**config.mk**
```make
export PLATFORM = sky130hd
export DESIGN_NAME = morse_decoder
export DESIGN_NICKNAME = d
export VERILOG_FILES = /design/src/rtl/morse_decoder.sv
export SDC_FILE = /design/constraint.sdc
export NUM_CORES = 1
export LEC_CHECK = 0
export BUFFER_PORTS_ARGS = -buffer_cell sky130_fd_sc_hd__buf_4
export CAP_MARGIN = 0
export CORE_UTILIZATION = 56
export CTS_CLUSTER_DIAMETER = 150
export DETAILED_ROUTE_END_ITERATION = 6
export GPL_TIMING_DRIVEN = 0
export PLACE_DENSITY = 0.82
export SLEW_MARGIN = 0
export SYNTH_ARGS = -nofsm -noshare
export SYNTH_HDL_FRONTEND = slang
export SYNTH_SLANG_ARGS = --single-unit
```
**constraint.sdc**
```tcl
create_clock -name CLOCK_50 -period 2.2 [get_ports CLOCK_50]
set_clock_uncertainty 0.15 [all_clocks]
set_input_delay 0.22 -clock CLOCK_50 [delete_from_list [all_inputs] [get_ports CLOCK_50]]
set_output_delay 0.22 -clock CLOCK_50 [all_outputs]
set_load 0.005 [all_outputs]
```
**src/rtl/morse_decoder.sv**
```systemverilog
// rtl/morse_decoder.sv - Morse receiver: run-length classification and letter decode
//
// Purpose: samples a mark/space stream, measures high and low runs in
// clock cycles, collects dots and dashes, and decodes each letter into
// its 3-bit code (Q..X) when a letter gap is seen.
//
// Ports:
//   CLOCK_50     in   1  sole clock, all logic on posedge
//   reset        in   1  synchronous active-high reset
//   morse_in     in   1  serial Morse, 1 = mark
//   letter       out  3  last decoded letter code (Q=000 .. X=111)
//   letter_valid out  1  one-cycle pulse when letter/letter_err update
//   letter_err   out  1  last letter malformed or unmatched
//   busy         out  1  high while a letter is being received

module morse_decoder #(
  parameter int UNIT_CYCLES = 25000000,
  parameter int GAP_UNITS   = 3,
  parameter int CNT_W       = 28
) (
  input  logic       CLOCK_50,
  input  logic       reset,
  input  logic       morse_in,
  output logic [2:0] letter,
  output logic       letter_valid,
  output logic       letter_err,
  output logic       busy
);

  localparam logic [CNT_W-1:0] DASH_MIN = CNT_W'(2 * UNIT_CYCLES);
  localparam logic [CNT_W-1:0] DASH_MAX = CNT_W'(4 * UNIT_CYCLES);
  localparam logic [CNT_W-1:0] CNT_MAX  = CNT_W'(5 * UNIT_CYCLES);
  localparam logic [CNT_W-1:0] GAP_LEN  = CNT_W'(GAP_UNITS * UNIT_CYCLES);

  typedef enum logic [1:0] {
    IDLE  = 2'd0,
    MARK  = 2'd1,
    SPACE = 2'd2,
    EMIT  = 2'd3
  } state_t;

  state_t           state;
  state_t           state_next;
  logic             sync1;
  logic             s;
  logic             s_d;
  logic [CNT_W-1:0] cnt;
  logic [3:0]       bits;
  logic [2:0]       sym_cnt;
  logic             err;
  logic             clear_pat;
  logic             shift_en;
  logic             set_err;
  logic [2:0]       dec_letter;
  logic             dec_ok;

  // Two-flop synchroniser, plus one extra delayed copy used only to spot
  // run boundaries. The FSM and the counter both see a boundary on the same
  // edge, so the counter still holds the finished run length when the FSM
  // classifies it.
  always_ff @(posedge CLOCK_50) begin
    if (reset) begin
      sync1 <= 1'b0;
      s     <= 1'b0;
      s_d   <= 1'b0;
    end else begin
      sync1 <= morse_in;
      s     <= sync1;
      s_d   <= s;
    end
  end

  // Run-length counter: restarts at 1 on a boundary, saturates so a stuck
  // input cannot wrap around into a plausible length.
  always_ff @(posedge CLOCK_50) begin
    if (reset) begin
      cnt <= '0;
    end else if (s != s_d) begin
      cnt <= CNT_W'(1);
    end else if (cnt != CNT_MAX) begin
      cnt <= cnt + CNT_W'(1);
    end
  end

  always_ff @(posedge CLOCK_50) begin
    if (reset) begin
      state <= IDLE;
    end else begin
      state <= state_next;
    end
  end

  always_comb begin
    state_next = state;
    clear_pat  = 1'b0;
    shift_en   = 1'b0;
    set_err    = 1'b0;
    case (state)
      IDLE: begin
        if (s) begin
          state_next = MARK;
          clear_pat  = 1'b1;
        end
      end
      MARK: begin
        if (!s) begin
          state_next = SPACE;
          if (cnt > DASH_MAX) begin
            set_err = 1'b1;
          end else if (sym_cnt == 3'd4) begin
            set_err = 1'b1;
          end else begin
            shift_en = 1'b1;
          end
        end
      end
      SPACE: begin
        if (s) begin
          state_next = MARK;
        end else if (cnt >= GAP_LEN) begin
          state_next = EMIT;
        end
      end
      EMIT: begin
        // A mark arriving now is picked up from IDLE on the next cycle.
        state_next = IDLE;
      end
      default: state_next = IDLE;
    endcase
  end

  // Symbols enter at the LSB so a short pattern stays right-aligned and the
  // first symbol ends up in the most significant used position.
  always_ff @(posedge CLOCK_50) begin
    if (reset || clear_pat) begin
      bits    <= 4'b0000;
      sym_cnt <= 3'd0;
      err     <= 1'b0;
    end else begin
      if (shift_en) begin
        bits    <= {bits[2:0], (cnt >= DASH_MIN)};
        sym_cnt <= sym_cnt + 3'd1;
      end
      if (set_err) begin
        err <= 1'b1;
      end
    end
  end

  always_comb begin
    dec_letter = 3'b000;
    dec_ok     = 1'b1;
    case ({sym_cnt, bits})
      {3'd4, 4'b1101}: dec_letter = 3'b000;
      {3'd3, 4'b0010}: dec_letter = 3'b001;
      {3'd3, 4'b0000}: dec_letter = 3'b010;
      {3'd1, 4'b0001}: dec_letter = 3'b011;
      {3'd3, 4'b0001}: dec_letter = 3'b100;
      {3'd4, 4'b0001}: dec_letter = 3'b101;
      {3'd3, 4'b0011}: dec_letter = 3'b110;
      {3'd4, 4'b1001}: dec_letter = 3'b111;
      default:         dec_ok     = 1'b0;
    endcase
  end

  // Outputs load on the edge that enters EMIT so they are already stable
  // during the letter_valid cycle.
  always_ff @(posedge CLOCK_50) begin
    if (reset) begin
      letter     <= 3'b000;
      letter_err <= 1'b0;
    end else if (state == SPACE && state_next == EMIT) begin
      letter     <= (dec_ok && !err) ? dec_letter : 3'b000;
      letter_err <= !(dec_ok && !err);
    end
  end

  assign letter_valid = (state == EMIT);
  assign busy         = (state == MARK) || (state == SPACE);

endmodule

```
==> results_dict.tcl, run 1 <==
set metrics [dict create \
    status "complete, but fails checks" \
    violations "negative setup slack" \
    clk_path_buf_depth 2 \
    post-route-cell-area_um2 3150 \
    r2r_cells 8 \
    min_period_over_period 1.00 \
    cpPeakStageDelay_ns 0.46 \
    synth_xor_area_frac 0.0641 \
    end_kind "register" \
    htreeDepth 2 \
    ys_warn_count 0 \
    seqPwrFrac 0.521 \
    synth_adder_area_share 0.0530 \
    power_frac_clock 0.405 \
    fin_crit_ns 2.21 \
    antenna_found_initial 0 \
    placed_cell_area_um2 2730 \
    pre_cts_slack_ns -0.210 \
    core_area_um2 4410 \
    ys_seq_elements 45 \
    synth_cell_types 52 \
    die-area_um2 4910 \
    numPortBuffers 8 \
    setup_violations 2 \
    vdd_ir_drop_max_mv 0.435 \
    die_h_um 70.1 \
    syn_avg_cell_area_um2 8.24 \
    cts-root-buf "clkbuf_8" \
    grt_max_degree 14 \
    synthSimpleGateAreaFrac 0.320 \
    switching_share 0.221 \
    drv_slew 0 \
    wl_per_cell_um 16.2 \
    power.switching_w 0.000352 \
    areaGrowthSynthToFinish_pct 21.3 \
    worstReg2RegEnd "bits[1]" \
    synth_edf_count 0 \
    intPower_w 0.00124 \
    hold_viol_final 0 \
    syn_area_um2 2600 \
    synth_top_family_by_area "simple AND/OR/NAND/NOR gates" \
    cts_buffers 5 \
    crit_slowest_cell "or4_4" \
    rr_startpoint "cnt[0]" \
    powerDensity_nw_per_um2 507 \
    setup_tns_ns -0.0112 \
    num_rows 24 \
    critPathLaunchType "register" \
    maxCapViolCount 0 \
    cts_tree "yes" \
    clk_latency_ns 0.31 \
    crit_arrival_ns 2.30 \
    required_ns 2.29 \
    wl_mm 6.34 \
    vias 2444 \
    ant_nets 0 \
    drc_errors 0 \
    grt_overflow 0 \
    cts.sinks 45 \
    clk_pin_slew_ns 0.09 \
    critical_path.max_fanout 6 \
    combPwrFrac 0.074 \
    rrSetupSlack_ns -0.006 \
    layout_common_cells "dfxtp_1 (30), nand2_1 (28), nor2_1 (23)" \
    gp_congestion 0.909 \
    syn_nets 329 \
    async_reset_ff_frac 0 \
    fin_nets 353 \
    setup_slack_ns -0.00619 \
    worstMarginPinSlew_ns 0.581 \
    total_leakage_power_nw 1.09 \
    endpoint "bits[1]" \
    crit_type "reg2reg" \
    start_util 0.588 \
    min_path_type "in2reg" \
    dp_hpwl_mm 4.10 \
    die_w_um 70.1 \
    cp_common_cell "or4_4" \
    final_common_cell "dfxtp_1" \
    crit_start "cnt[0]" \
    io_pins 9 \
    path_cells "inv_4 > ha_4 > nand2_2 > or4_4 > or4_4 > a21oi_4 > buf_12 > mux2i_1" \
    synth_mux_area_frac 0.0270 \
    grt_pass1_wl_mm 10.2 \
    grt_usage 0.261 \
    relSlewSlack 0.613 \
    viasPerCell 6.23 \
    grt_pass1_vias 2235 \
    whs_path_depth 4 \
    yosysSeqAreaShare 0.347 \
    drive_above_1_share 0.241 \
    rsz0062_at_grt "true" \
    synthCells 315 \
    synthFlopType "dfxtp_1" \
    drtIter0Drc 178 \
    diodes 0 \
    fmax_ghz 0.453 \
    synth_compound_area_frac 0.140 \
    drt-pass1-iter-count 4 \
]
-- power groups by stage --
| stage | Sequential, W | Clock [W] | Combinational (W) |
|---|---|---|---|
| CTS | 0.000831 | 0.000661 | 0.000103 |
| floorplan | 0.000851 | 0 | 0.0000578 |
| finish | 0.000833 | 0.000647 | 0.000118 |
| global placement | 0.000854 | 0 | 0.0000775 |
| global route | 0.000834 | 0.000683 | 0.000129 |
| detailed placement | 0.000855 | 0 | 0.0000793 |
-- synth_stat cells, types with 2 or more instances --
master | number | area share
dfxtp_1 | 45 | 0.35
nand2_1 | 29 | 0.042
nor2_1 | 23 | 0.033
a21oi_1 | 19 | 0.037
clkbuf_1 | 15 | 0.022
o21ai_0 | 14 | 0.027
nand4_1 | 13 | 0.031
nand3_1 | 12 | 0.023
ha_1 | 11 | 0.053
inv_1 | 10 | 0.014
or3_1 | 10 | 0.024
xor2_1 | 10 | 0.034
nor3_1 | 9 | 0.017
xnor2_1 | 9 | 0.030
and3_1 | 7 | 0.017
mux2i_1 | 7 | 0.027
nor2b_1 | 7 | 0.017
nor4_1 | 6 | 0.014
and4b_1 | 4 | 0.015
nand2b_1 | 4 | 0.0096
nor4b_1 | 4 | 0.013
or4_1 | 4 | 0.012
buf_1 | 3 | 0.0043
nor4bb_1 | 3 | 0.012
o22ai_1 | 3 | 0.0072
o31ai_1 | 3 | 0.0087
and2_1 | 2 | 0.0048
and4_1 | 2 | 0.0067
buf_2 | 2 | 0.0039
nor3b_1 | 2 | 0.0058
or4_4 | 2 | 0.0087
-- sequential cells by signal, summed over array words and instances (netlist names) --
name and flops:
bits 4, cnt 28, err 1, letter 3
letter_err 1, s 1, s_d 1, state 2
sym_cnt 3, sync1 1
-- final cells by class --
type,instances,area [µm²]
Buffer,15,86.3
Clock buffer,7,86.3
Clock inverter,1,30.0
Fill cell,331,1260
Inverter,10,42.5
Multi-Input combinational cell,239,1710
Sequential cell,45,930
Tap cell,52,65.1
Timing Repair Buffer,23,195
-- cell families (layout without fill, tap and decap cells) --
family,after synthesis,count (layout)
multiplexers,7,7
AND/OR/NAND/NOR,147,147
flip-flops,45,45
XOR/XNOR,19,19
buffers and inverters,31,56
adder cells (fa/ha/maj),11,11
AO/OA/AOI/OAI,55,55
-- layer usage --
metal	part of all wire	up-vias	track usage
met5	0	-	0
met4	0.027	0	0.113
met3	0.070	15	0.0462
met2	0.48	96	0.424
met1	0.42	1137	0.338
li1	-	1196	-
-- worst min-delay path by stage --
stage          startpoint    endpoint  slack (ns)
6_report            reset  sym_cnt[2]        0.10
5_1_grt             reset  sym_cnt[2]        0.13
4_1_cts             reset  sym_cnt[2]         0.1
3_5_place_dp        sync1           s        0.28
3_3_place_gp        sync1           s        0.27
2_1_floorplan    morse_in       sync1        0.20
-- worst max-delay path: cells and delay by family, from the launching register on --
family / cells / cell delay [ns]
simple gates: 3 / 0.94
buf+inv: 2 / 0.20
mux: 1 / 0.17
fa+ha+maj: 1 / 0.12
flops: 1 / 0.36
compound gates: 1 / 0.19
-- through the flow --
stage	hold WS [ns]	cells	utilization	total power, W
global route	0.134	392	0.713	0.00165
floorplan	0.198	315	-	0.000909
detailed placement	0.285	375	0.618	0.000934
finish	0.100	392	0.713	0.00160
CTS	0.0959	389	0.678	0.00159
global placement	0.271	375	0.618	0.000931
-- what timing repair did --
action | in CTS | in global routing
hold buffers | 1 | 0
hold endpoints to repair | 1 | 0
setup buffers | 10 | 4
endpoints found under the setup margin | 17 | 32
pin swaps | 4 | 8
resized for setup | 25 | 39
No activity file was read; power rests on OpenSTA's default activity.
==> inputs of run 2 (changes only) <==
Settings changed: CORE_UTILIZATION 56 to 55, PLACE_DENSITY 0.82 to 0.75.
==> run 2 against run 1 <==
  * The flow still finishes with violations (negative setup slack)
  * Fmax is 0.66% lower
  * Wire length is 6.3% lower
  * Register-to-register slack hardly changed
  * Cell area is 3.5% lower
  * Combinational power is 12% lower
  * Sequential share of layout area is 1.1 points higher
  * Clock power is 14% lower
==> results_dict.tcl, run 2 (synthesis results as in run 1) <==
set metrics [dict create \
    gp_congestion 0.911 \
    cts-root-buf "clkbuf_8" \
    htreeDepth 2 \
    drive_above_1_share 0.218 \
    clk_path_buf_depth 2 \
    largest_register "cnt" \
    final_common_cell "dfxtp_1" \
    rr_startpoint "cnt[0]" \
    min-delay-start "reset" \
    fin_crit_ns 2.22 \
    required_ns 2.26 \
    die_h_um 70.7 \
    crit_arrival_ns 2.29 \
    status "complete, but fails checks" \
    whs_ns 0.120 \
    critical_path.max_fanout 7 \
    diodes 0 \
    end_kind "register" \
    drt-pass1-iter-count 4 \
    num-fill-cells 376 \
    start_util 0.584 \
    dp_hpwl_mm 4.16 \
    rrSetupSlack_ns -0.02 \
    io_pins 9 \
    numPortBuffers 8 \
    regArea_um2 931 \
    dp.cells 375 \
    maxCapViolCount 0 \
    clk_pin_slew_ns 0.08 \
    wl_mm 5.94 \
    powerDensity_nw_per_um2 490 \
    setup_tns_ns -0.0209 \
    cp_common_cell "or4_4" \
    drc_errors 0 \
    post-route-cell-area_um2 3040 \
    fin_nets 348 \
    path_cells "inv_4 > ha_4 > nand2_1 > or4_4 > or4_4 > a21oi_4 > buf_12 > mux2i_2" \
    violations "negative setup slack" \
    placed_cell_area_um2 2730 \
    num_rows 24 \
    setup_violations 1 \
    whs_path_depth 4 \
    reg_top3 "cnt: 28 flops, bits: 4 flops" \
    grt_max_degree 14 \
    setup_slack_ns -0.0209 \
    die-area_um2 5000 \
    instances_no_fill 387 \
    hold_viol_final 0 \
    total_leakage_power_nw 1.04 \
    worstMarginPinSlew_ns 0.490 \
    relSlewSlack 0.673 \
    crit_start "cnt[0]" \
    ant_nets 0 \
    vdd_ir_drop_max_mv 0.340 \
    antenna_found_initial 0 \
    viasPerCell 6.10 \
    crit_type "reg2reg" \
    areaGrowthSynthToFinish_pct 17.1 \
    layout_common_cells "dfxtp_1 (31), nand2_1 (29), nor2_1 (23)" \
    largest_reg_flops 28 \
    rsz0062_at_grt "true" \
    grt_overflow 0 \
    multi_input_area_um2 1680 \
    critPathLaunchType "register" \
    die_w_um 70.7 \
    final_util 0.684 \
    core_area_um2 4440 \
    r2r_cells 8 \
    crit_slowest_cell "or4_4" \
    cts_tree "yes" \
    cpPeakStageDelay_ns 0.46 \
    grt_usage 0.252 \
    vias 2359 \
    drtIter0Drc 158 \
    min_path_type "in2reg" \
    drv_slew 0 \
    fmax_ghz 0.450 \
    cts.sinks 45 \
    wl_per_cell_um 15.4 \
    min_period_over_period 1.01 \
    grt_pass1_wl_mm 10.2 \
    cts_buffers 5 \
    grt_pass1_vias 2214 \
    clk_latency_ns 0.30 \
]
run 2: cell types whose count changed in the layout (fill, tap and decap cells not counted), sizes merged:
cell and delta:
clkbuf -1, clkinv +1, buf -4, bufinv -1
run 2: worst paths after layout:
check,endpoint
worst max-delay path,sym_cnt[0]
worst min-delay path,sym_cnt[2]
worst max register to register,sym_cnt[0]
worst min register to register,s
run 2: final cells by class:
cell class	count	share of cell area
buffer	15	0.0251
multi-input combinational	239	0.551
clock buffer	7	0.0317
sequential	45	0.306
inverter	10	0.0132
clock inverter	1	0.00165
tap	52	0.0214
timing repair buffer	18	0.0494
run 2: stage by stage:
step / setup slack (ns) / power (W)
6_report: -0.0209 / 0.00149
5_1_grt: -0.0971 / 0.00156
4_1_cts: -0.0550 / 0.00149
3_5_place_dp: -0.204 / 0.000935
3_3_place_gp: -0.186 / 0.000933
2_1_floorplan: 0.0431 / 0.000909
run 2: where the power goes:
group | switching (W) | total (W) | internal (W)
registers | 0.0000104 | 0.000832 | 0.000822
clock network | 0.000270 | 0.000554 | 0.000284
logic | 0.0000595 | 0.000104 | 0.0000447
total | 0.000340 | 0.00149 | 0.00115
run 2: repair_timing:
item                       CTS  global route
hold endpoints to repair     1             0
hold buffers                 1             0
gates resized for setup     19            32
setup buffers                6             3
setup endpoints to repair   17            22
pin swaps                    4             6
run 2: per-layer routing:
metal,share of wire,wire (µm),global-route usage
met3,0.037,217,0.0513
met4,0.014,84,0.0733
met2,0.48,2840,0.397
met5,0,0,0
met1,0.47,2800,0.350
run 2: worst max-delay path: cells and delay by family, from the launching register on:
| kind | cells | cell delay [ns] |
|---|---|---|
| mux | 1 | 0.19 |
| buf+inv | 2 | 0.20 |
| simple gates | 3 | 0.93 |
| fa+ha+maj | 1 | 0.11 |
| flops | 1 | 0.37 |
| compound gates | 1 | 0.17 |
